$ cat config.mk
export PLATFORM = sky130hd
export DESIGN_NAME = packet_uart_tx
export DESIGN_NICKNAME = d
export VERILOG_FILES = /design/src/rtl/packet_uart_tx.sv
export SDC_FILE = /design/constraint.sdc
export NUM_CORES = 1
export LEC_CHECK = 0
export ABC_CLOCK_PERIOD_IN_PS = 3000
export BUFFER_PORTS_ARGS = -buffer_cell sky130_fd_sc_hd__clkbuf_2
export CAP_MARGIN = 15
export CORE_ASPECT_RATIO = 0.5
export CORE_MARGIN = 8
export CORE_UTILIZATION = 40
export DETAILED_ROUTE_END_ITERATION = 8
export HOLD_SLACK_MARGIN = 0.05
export PLACE_DENSITY = 0.58
export RECOVER_POWER = 50
export SYNTH_ARGS = -nofsm -noshare
export SYNTH_HDL_FRONTEND = slang
export SYNTH_SLANG_ARGS = --single-unit
$ cat constraint.sdc
create_clock -name i_uart_clk -period 3 [get_ports i_uart_clk]
set_input_delay 0.3 -clock i_uart_clk [delete_from_list [all_inputs] [get_ports i_uart_clk]]
set_output_delay 0.3 -clock i_uart_clk [all_outputs]
set_load 0.03 [all_outputs]
$ cat src/rtl/packet_uart_tx.sv
// packet_uart_tx: serialises a 256-bit packet as 32 back-to-back UART 8N1
// frames, byte 0 first, each byte LSB first. Accepting a packet is a
// valid/ready handshake: a packet is taken on a rising edge where
// i_pkt_valid=1 and o_pkt_ready=1. o_pkt_ready is high only while idle, and
// i_pkt_valid may be held high to chain packets. An abort request ends the
// packet after the byte in flight has been fully sent.
module packet_uart_tx #(
    parameter int CLKS_PER_BIT = 87
) (
    input  logic         i_uart_clk,
    input  logic         i_rst_n,
    input  logic [255:0] i_packet,
    input  logic         i_pkt_valid,
    input  logic         i_abort,
    output logic         o_pkt_ready,
    output logic         o_tx_serial,
    output logic         o_tx_active,
    output logic [4:0]   o_byte_index,
    output logic         o_byte_done,
    output logic         o_pkt_done,
    output logic         o_pkt_aborted
);

    localparam logic [1:0] ST_IDLE  = 2'd0;
    localparam logic [1:0] ST_START = 2'd1;
    localparam logic [1:0] ST_DATA  = 2'd2;
    localparam logic [1:0] ST_STOP  = 2'd3;

    // Last cycle count of one bit period.
    localparam logic [15:0] BIT_LAST = 16'(CLKS_PER_BIT - 1);

    logic [1:0]   state;
    logic [15:0]  clk_cnt;
    logic [2:0]   bit_cnt;
    // Buffer shifts right one bit per data bit, so the byte in flight is
    // always in the low bits and the next byte lands there after 8 shifts.
    logic [255:0] shift_buf;
    logic         abort_flag;
    logic         bit_end;
    logic         abort_pend;

    // Bit-period boundary and abort-pending view (includes a request on this very edge).
    always_comb begin
        bit_end    = (clk_cnt == BIT_LAST);
        abort_pend = abort_flag | i_abort;
    end

    assign o_pkt_ready = (state == ST_IDLE);
    assign o_tx_active = (state != ST_IDLE);

    // Frame sequencer: bit timing, serial line, byte index, status pulses.
    always_ff @(posedge i_uart_clk or negedge i_rst_n) begin
        if (!i_rst_n) begin
            state         <= ST_IDLE;
            clk_cnt       <= 16'd0;
            bit_cnt       <= 3'd0;
            shift_buf     <= '0;
            abort_flag    <= 1'b0;
            o_tx_serial   <= 1'b1;
            o_byte_index  <= 5'd0;
            o_byte_done   <= 1'b0;
            o_pkt_done    <= 1'b0;
            o_pkt_aborted <= 1'b0;
        end else begin
            o_byte_done   <= 1'b0;
            o_pkt_done    <= 1'b0;
            o_pkt_aborted <= 1'b0;
            if ((state != ST_IDLE) && i_abort) begin
                abort_flag <= 1'b1;
            end
            case (state)
                ST_IDLE: begin
                    if (i_pkt_valid) begin
                        shift_buf    <= i_packet;
                        o_byte_index <= 5'd0;
                        clk_cnt      <= 16'd0;
                        bit_cnt      <= 3'd0;
                        o_tx_serial  <= 1'b0;
                        state        <= ST_START;
                    end
                end
                ST_START: begin
                    if (bit_end) begin
                        clk_cnt     <= 16'd0;
                        o_tx_serial <= shift_buf[0];
                        shift_buf   <= shift_buf >> 1;
                        state       <= ST_DATA;
                    end else begin
                        clk_cnt <= clk_cnt + 16'd1;
                    end
                end
                ST_DATA: begin
                    if (bit_end) begin
                        clk_cnt <= 16'd0;
                        if (bit_cnt == 3'd7) begin
                            bit_cnt     <= 3'd0;
                            o_tx_serial <= 1'b1;
                            state       <= ST_STOP;
                        end else begin
                            bit_cnt     <= bit_cnt + 3'd1;
                            o_tx_serial <= shift_buf[0];
                            shift_buf   <= shift_buf >> 1;
                        end
                    end else begin
                        clk_cnt <= clk_cnt + 16'd1;
                    end
                end
                ST_STOP: begin
                    if (bit_end) begin
                        clk_cnt     <= 16'd0;
                        o_byte_done <= 1'b1;
                        if (o_byte_index == 5'd31) begin
                            // Completing the last byte wins over any pending abort.
                            o_pkt_done <= 1'b1;
                            abort_flag <= 1'b0;
                            state      <= ST_IDLE;
                        end else if (abort_pend) begin
                            o_pkt_aborted <= 1'b1;
                            abort_flag    <= 1'b0;
                            state         <= ST_IDLE;
                        end else begin
                            o_byte_index <= o_byte_index + 5'd1;
                            o_tx_serial  <= 1'b0;
                            state        <= ST_START;
                        end
                    end else begin
                        clk_cnt <= clk_cnt + 16'd1;
                    end
                end
                default: begin
                    state <= ST_IDLE;
                end
            endcase
        end
    end

endmodule

## Word level (Yosys, flattened, before mapping)

Index checks and enable logic that the tools add are counted.

| storage, ports and cells | value |
|---|---|
| flip-flop bits (word level) | 287 |
| logic and storage cells | 87 |
| output and inout bits | 11 |
| input bits | 260 |

| operators by class | value |
|---|---|
| muxes and demuxes | 47 |
| bitwise logic cells | 1 |
| reduce and logical (&&, ||, !) cells | 12 |
| add/sub/neg operators | 3 |
| equality and inequality tests | 14 |

Operators with widths:

| cell | number |
|---|---|
| $mux W256 | 4 |
| $pmux W256 S3 | 1 |
| $mux W16 | 2 |
| $pmux W16 S2 | 1 |
| $mux W1 | 23 |
| $mux W5 | 4 |
| $add A16 B1 Y16 const B | 1 |
| $eq A16 B7 Y1 const B | 1 |
| $ne A2 B2 Y1 const B | 8 |
| $reduce_and A5 Y1 | 3 |
| $mux W2 | 5 |
| $pmux W5 S2 | 1 |
| $mux W3 | 3 |
| $pmux W2 S4 | 1 |
| $pmux W3 S2 | 1 |
| $reduce_and A6 Y1 | 1 |
| $reduce_bool A2 Y1 | 3 |
| $add A5 B1 Y5 const B | 1 |
| $eq A5 B5 Y1 const B | 1 |
| $eq A2 B2 Y1 const B | 2 |
| $pmux W1 S4 | 1 |
| $add A3 B1 Y3 const B | 1 |
| $eq A3 B3 Y1 const B | 1 |
| $reduce_and A3 Y1 | 1 |
| 6 further kinds | 6 |

## Depth between registers and ports, before layout

Gate-level depths: netlist (run 1).

| depth | value |
|---|---|
| word-level depth | 7 |
| gate-level depth with buffers | 9 |
| gate-level depth less buffers | 7 |

## Least setup slack after synthesis (run 1)

No wires, ideal clock.

| timing path | value |
|---|---|
| kind | flip-flop to flip-flop |
| from | register state[0] |
| to | register shift_buf[154] |
| arrival time | 2.345 ns |
| library setup time | 0.125 ns |
| setup slack | 0.530 ns |
| buffers on the path | 3 |
| stages on the path, launching flop included | 10 |
| cells stage by stage | dfrtp_1 inv_1 ha_1 clkbuf_1 inv_1 nand2_1 o211a_4 buf_6 buf_12 mux2_4 |

| on the way | value |
|---|---|
| longest elaborated chain between the ends | 3 |
| elaborated cells between the ends (all ways) | 10 |

Ends and longest elaborated chain:

| what | line | RTL |
|---|---|---|
| from (decl) | 32 | `logic [1:0] state;` |
| from (signal assigned) | 54 | `state <= ST_IDLE;` |
| from (signal assigned) | 79 | `state <= ST_START;` |
| from (signal assigned) | 87 | `state <= ST_DATA;` |
| $logic_not A2 Y1 (*) | -- |  |
| named net o_pkt_ready | 15 | `output logic o_pkt_ready,` |
| $ne A2 B2 Y1 (no source line) / $reduce_bool A3 Y1 (equally long branches) | -- |  |
| $reduce_and A5 Y1 (no source line) | -- |  |
| to (signal assigned) | 74 | `shift_buf <= i_packet;` |
| to (signal assigned) | 86 | `shift_buf <= shift_buf >> 1;` |
| to (signal assigned) | 102 | `shift_buf <= shift_buf >> 1;` |
| to (decl) | 37 | `logic [255:0] shift_buf;` |

The timed path passes the listed nets; every way through them passes the cells marked *.
A chain may end at the register's enable or synchronous reset.

## Worst setup path in the final report (run 1)

| timing path | value |
|---|---|
| from | register clk_cnt[0] |
| to | register shift_buf[197] |

| on the way | value |
|---|---|
| longest elaborated chain between the ends | 3 |
| elaborated cells between the ends (all ways) | 4 |

Ends and longest elaborated chain:

| what | line | RTL |
|---|---|---|
| from (decl) | 33 | `logic [15:0] clk_cnt;` |
| from (signal assigned) | 89 | `clk_cnt <= clk_cnt + 16'd1;` |
| from (signal assigned) | 105 | `clk_cnt <= clk_cnt + 16'd1;` |
| from (signal assigned) | 127 | `clk_cnt <= clk_cnt + 16'd1;` |
| $eq A16 B7 Y1 (*) | 44 | `bit_end = (clk_cnt == BIT_LAST);` |
| $ne A2 B2 Y1 (no source line) | -- |  |
| $reduce_and A5 Y1 (no source line) (*) | -- |  |

Every way passes the cells marked *; elsewhere a longest branch is shown, timed or not.

==> impl_metrics.env, run 1 <==
export IMPL_yosys_area_share_simple_pct=2.86
export IMPL_synth_commonest_cells="286 x dfrtp_1, 274 x mux2_2, 240 x mux2_4"
export IMPL_syn_nets=1306
export IMPL_clock_fmax_ghz=0.398
export IMPL_fin_nets=1572
export IMPL_clock_skew_ps=12.9
export IMPL_cts_setup_buffers=0
export IMPL_violations="max-capacitance violations, max-slew violations"
export IMPL_holdWs_ps=106
export IMPL_die_area_um2=46100
export IMPL_cts_root_buf="clkbuf_16"
export IMPL_wl_mm=35.0
export IMPL_grt_max_degree=68
export IMPL_post_cts_resized=0
export IMPL_met2WireLength_mm=19.3
export IMPL_fin_tns_setup_ps=0
export IMPL_cts_buffers=29
export IMPL_syn_inst=1034
export IMPL_synth_cell_types=50
export IMPL_leakage_nw=8.57
export IMPL_met1_length_mm=14.1
export IMPL_synthAdderAreaFrac_pct=0.960
export IMPL_wl_per_cell_um=18.9
export IMPL_synthXorXnorAreaFrac_pct=0
export IMPL_vias=9067
export IMPL_vias_per_cell=4.90
export IMPL_p_clk_share_pct=14.5
export IMPL_clk_pin_slew_ps=70
export IMPL_hpwl_mm=24.7
export IMPL_synth_edf_count=0
export IMPL_switching_share_pct=31.3
export IMPL_post_route_min_period_ps=2510
export IMPL_fin_crit_sh_pct=83.8
export IMPL_hold_class="primary input to register"
export IMPL_drive_gt1_share_pct=65.4
export IMPL_ant_nets=0
export IMPL_pre_cts_ws_ps=495
export IMPL_p_switching_mw=8.07
export IMPL_min_path_cells=3
export IMPL_grt_pass1_wl_mm=56.6
export IMPL_maxUsedRoutingLayer="met4"
export IMPL_synth_compound_area_share_pct=2.54
export IMPL_end_kind="register"
export IMPL_combPwrFrac_pct=58.1
export IMPL_track_usage_pct=14.9
export IMPL_yosysSeqAreaShare_pct=45.9
export IMPL_status="finished, violations left"
export IMPL_antenna_found_initial=2
export IMPL_synth_most_common_cell="dfrtp_1"
export IMPL_fp_dieH_um=156
export IMPL_yosysWarnings=0
export IMPL_async_flop_share_pct=100
export IMPL_yosys_register_bits=287
export IMPL_clock_sinks=287
export IMPL_p_int_mw=17.7
export IMPL_synth_cell_area_um2=15600
export IMPL_rows=51
export IMPL_drv_slew=65
export IMPL_fillers=3424
export IMPL_reg2regPathDepth=7
export IMPL_power_density_nw_per_um2=1410
export IMPL_htreeDepth=1
export IMPL_hold_buffers=2
export IMPL_overflow=0
export IMPL_critical_path_class="register to register"
export IMPL_io_pins=271
export IMPL_core_area_um2=38700
export IMPL_cap_violations=1
export IMPL_drc=0
export IMPL_drt_iter0_drc=358
export IMPL_yosys_area_top_type="dfrtp_1"
export IMPL_finalHoldViolCount=0
export IMPL_port_buffers=270
export IMPL_synthTopCellsByArea="dfrtp_1 46%, mux2_4 23%, mux2_2 20%"
export IMPL_dr_wl_met3_um=956
export IMPL_gp_congestion=0.788
export IMPL_crit_path_max_fanout=35
export IMPL_setup_slack_ps=485
export IMPL_dr_pass1_iters=4
export IMPL_yosys_most_used_dff="dfrtp_1"
export IMPL_dieWidth_um=296
export IMPL_tightest_slew_ps=1870
export IMPL_setup_violations=0
export IMPL_power_frac_seq_pct=27.4
export IMPL_crit_path_start_kind="register"
export IMPL_area_delta_synth_final_pct=17.3
export IMPL_cp_arrival_ps=2950
export IMPL_clock_latency_ps=550
export IMPL_start_util_pct=40.4
export IMPL_synth_top_family_by_area="multiplexers"
export IMPL_synth_area_per_cell_um2=15.1
export IMPL_synth_mux_area_share_pct=43.0
export IMPL_required_ps=3440
export IMPL_maxSlewHeadroom_pct=-24.6
export IMPL_grt_pass1_vias=10300
export IMPL_synth_top_area_share_pct=45.8
export IMPL_clockBufferDepth=3
export IMPL_rsz0062_at_grt="false"
export IMPL_peakVddDrop_mv=0.682
export IMPL_cts_tree="done"
-- layout by cell type (no fill, tap or decap), drive strengths merged, types with 3 or more instances in the layout --
cell type and count:
a21oi 14, buf 29, nor2 7, dfrtp 286
clkinv 6, nand3 13, nand2b 7, bufinv 4
nand2 27, inv 10, nor4 10, mux2i 3
o21ai 10, o211ai 4, mux2 514, nand4 4
a41oi 3, a31oi 7, ha 12, clkbuf 309
nor3 4
-- cells by family after synthesis --
logic type | count (synthesis)
flops | 287
simple gates | 83
fa+ha+maj | 12
buf+inv | 78
compound gates | 57
mux | 517
-- power groups by stage --
stage               combinational [mW]  sequential (mW)  clock (mW)
CTS                               15.2             7.06        3.89
finish                            15.0             7.07        3.74
detailed placement                15.1             7.07           0
floorplan                         13.9             6.69           0
global route                      16.1             7.31        4.05
global placement                  14.7             7.00           0
-- per-stage QoR --
stage	power [mW]	utilization [%]	instances	cell area, um2
final	25.8	47.4	1849	18300
after global routing	27.4	47.4	1849	18300
after CTS	26.1	47.4	1847	18400
after detailed placement	22.2	44.9	1797	17400
after global placement	21.7	44.9	1797	17400
after floorplan	20.6	-	1034	15600
-- metal layers --
metal	GRT usage, %	vias up
met5	0	-
met4	3.17	0
met3	2.32	44
met2	28.5	105
met1	17.6	4616
li1	-	4302
-- final timing paths --
kind | start | to | slack (ps)
worst min register to register | shift_buf[206] | shift_buf[206] | 500
worst min-delay path | i_packet[200] | shift_buf[200] | 110
worst max-delay path | clk_cnt[0] | shift_buf[197] | 490
max in group asynchronous | i_rst_n | clk_cnt[15] | 710
min in group asynchronous | i_rst_n | shift_buf[242] | 810
worst max register to register | clk_cnt[0] | shift_buf[197] | 490
-- state kept, by name, indices dropped and copies added (netlist names) --
| signal | flops |
|---|---|
| abort_flag | 1 |
| bit_cnt | 3 |
| clk_cnt | 16 |
| o_byte_done | 1 |
| o_byte_index | 5 |
| o_pkt_aborted | 1 |
| o_pkt_done | 1 |
| o_tx_serial | 1 |
| shift_buf | 256 |
| state | 2 |
-- critical path: stages, from the launching register on --
cell and delay [ps]:
dfrtp_1 450, inv_1 80, ha_1 130, nor3b_1 290
and4_1 280, o211a_4 470, buf_12 300, mux2_2 370
-- layout make-up --
cell class	count	area [um2]	area share, %
antenna	2	5.00	0.0273
timing repair buffer	303	1780	9.70
clock inverter	11	158	0.859
inverter	10	37.5	0.205
sequential	287	7180	39.1
multi-input combinational	669	7730	42.1
tap	530	663	3.61
clock buffer	37	796	4.34
Note: power is estimated with default switching activity, not from simulation.
==> inputs of run 2 (changes only) <==
ABC_CLOCK_PERIOD_IN_PS = 2630   (was 3000)
clock period = 2.63 ns   (was 3 ns; I/O delays follow)
==> impl_metrics.env, run 2 (same netlist as run 1, synthesis figures left out) <==
export IMPL_fin_crit_sh_pct=88.9
export IMPL_hpwl_mm=24.5
export IMPL_min_path_cells=3
export IMPL_setup_violations=0
export IMPL_use_met3_pct=2.33
export IMPL_setup_slack_ps=291
export IMPL_use_met1_pct=18.3
export IMPL_overflow=0
export IMPL_leakage_nw=9.12
export IMPL_power_frac_seq_pct=26.9
export IMPL_p_switching_mw=9.35
export IMPL_io_pins=271
export IMPL_rsz0062_at_grt="false"
export IMPL_clockBufferDepth=3
export IMPL_required_ps=3060
export IMPL_crit_path_start_kind="register"
export IMPL_die_area_um2=46100
export IMPL_crit_path_max_fanout=22
export IMPL_track_usage_pct=15.1
export IMPL_port_buffers=270
export IMPL_peakVddDrop_mv=0.859
export IMPL_power_density_nw_per_um2=1520
export IMPL_area_delta_synth_final_pct=25.6
export IMPL_top_register="shift_buf"
export IMPL_rows=51
export IMPL_wl_per_cell_um=18.0
export IMPL_finalHoldViolCount=0
export IMPL_grt_max_degree=73
export IMPL_cts_tree="done"
export IMPL_gp_congestion=0.800
export IMPL_grt_pass1_wl_mm=57.9
export IMPL_wl_mm=35.5
export IMPL_vias_per_cell=4.85
export IMPL_cts_setup_buffers=0
export IMPL_post_route_min_period_ps=2340
export IMPL_tightest_slew_ps=1510
export IMPL_reg2regPathDepth=6
export IMPL_combPwrFrac_pct=58.4
export IMPL_fin_tns_setup_ps=0
export IMPL_dieWidth_um=296
export IMPL_drive_gt1_share_pct=60.4
export IMPL_layout_common_cells="286 x dfrtp_1, 274 x mux2_2, 266 x clkbuf_2"
export IMPL_p_int_mw=20.5
export IMPL_dr_pass1_iters=5
export IMPL_critical_path_class="register to register"
export IMPL_path_delay_family="simple AND/OR/NAND/NOR gates"
export IMPL_drt_iter0_drc=378
export IMPL_stdcell_count=1976
export IMPL_grt_pass1_vias=10900
export IMPL_htreeDepth=1
export IMPL_fin_nets=1696
export IMPL_path_buf_inv=2
export IMPL_p_clk_share_pct=14.7
export IMPL_n_antenna_cell=0
export IMPL_clock_fmax_ghz=0.428
export IMPL_maxSlewHeadroom_pct=-0.981
export IMPL_use_met2_pct=28.2
export IMPL_vias=9588
export IMPL_final_common_cell="dfrtp_1"
export IMPL_slowest_delay_ps=460
export IMPL_pre_cts_ws_ps=194
export IMPL_switching_share_pct=31.3
export IMPL_busiest_layer="met2"
export IMPL_dp_cells=1801
export IMPL_cts_buffers=29
export IMPL_clk_pin_slew_ps=70
export IMPL_ant_nets=0
export IMPL_drv_slew=54
export IMPL_rr_endpoint="shift_buf[171]"
export IMPL_r2r_setup_slack_ps=290
export IMPL_end_kind="register"
export IMPL_cpMaxStageDelayCell="dfrtp_1"
export IMPL_cts_root_buf="clkbuf_16"
export IMPL_cap_violations=1
export IMPL_r2r_start="clk_cnt[13]"
export IMPL_core_area_um2=38700
export IMPL_clock_skew_ps=13.3
export IMPL_clock_latency_ps=550
export IMPL_clock_sinks=287
export IMPL_fp_dieH_um=156
export IMPL_crit_path_cell_trace="nor4_2 > and4_1 > o211a_4 > buf_12 > buf_4 > mux2_4"
export IMPL_worst_hold_path_endpoint="shift_buf[199]"
export IMPL_violations="max-capacitance violations, max-slew violations"
export IMPL_start_util_pct=40.4
export IMPL_reg_top3="shift_buf: 256 flops, clk_cnt: 16 flops, o_byte_index: 5 flops"
export IMPL_largest_register_ffs=256
export IMPL_hold_class="primary input to register"
export IMPL_antenna_found_initial=0
export IMPL_status="finished, violations left"
export IMPL_drc=0
export IMPL_cp_arrival_ps=2770
export IMPL_hold_start="i_packet[199]"
run 2: cell count changes in the layout (fill, tap and decap cells not counted), sizes merged:
cell / change
clkinvlp: +1
dlygate4sd3: +120
clkbuf: +1
clkinv: +2
inv: +1
diode: -2
bufinv: -1
buf: +5
run 2: worst register-to-register path: stages (launching register included):
cell	delay [ps]
dfrtp_1	460
nor4_2	400
and4_1	300
o211a_4	240
buf_12	220
buf_4	280
mux2_4	320
run 2: layout make-up:
class | instances | area (um2)
timing repair buffer | 427 | 3030
clock inverter | 14 | 161
tap | 530 | 663
sequential | 287 | 7180
clock buffer | 39 | 843
fill | 3335 | 19100
multi-input combinational | 669 | 7730
inverter | 10 | 37.5
run 2: power by group through the flow:
stage / Sequential, mW / Clock [mW] / Combinational [mW]
floorplan: 7.63 / 0 / 15.9
detailed placement: 8.05 / 0 / 17.4
finish: 8.04 / 4.38 / 17.4
global route: 8.31 / 4.73 / 18.7
global placement: 7.99 / 0 / 16.9
CTS: 8.03 / 4.57 / 17.6
run 2: worst max path at each step:
| stage | start | end | cells past startpoint |
|---|---|---|---|
| 3_5_place_dp | clk_cnt[0] | shift_buf[207] | 8 |
| 6_report | clk_cnt[13] | shift_buf[171] | 6 |
| 4_1_cts | clk_cnt[0] | shift_buf[171] | 8 |
| 5_1_grt | i_rst_n | shift_buf[12] | 3 |
| 3_3_place_gp | clk_cnt[0] | shift_buf[209] | 8 |
| 2_1_floorplan | state[0] | shift_buf[154] | 9 |
run 2: what timing repair did:
item,4_1_cts,5_1_grt
resized for setup,0,1
endpoints found under the hold margin,173,0
endpoints found under the setup margin,0,19
hold buffers,122,0
run 2: through the flow:
stage	power [mW]	hold slack, ps	instance area (um2)	utilization [%]
floorplan	23.5	-32.6	15600	-
global placement	24.9	221	17400	45.0
detailed placement	25.4	228	17400	45.0
CTS	30.2	50.2	19700	50.8
global route	31.7	53.6	19700	50.7
finish	29.9	80.3	19700	50.7
run 2: layer usage:
metal	wire length, um	share of wire [%]
met4	626	1.8
met2	19400	55
met1	14500	41
met3	961	2.7
met5	0	0
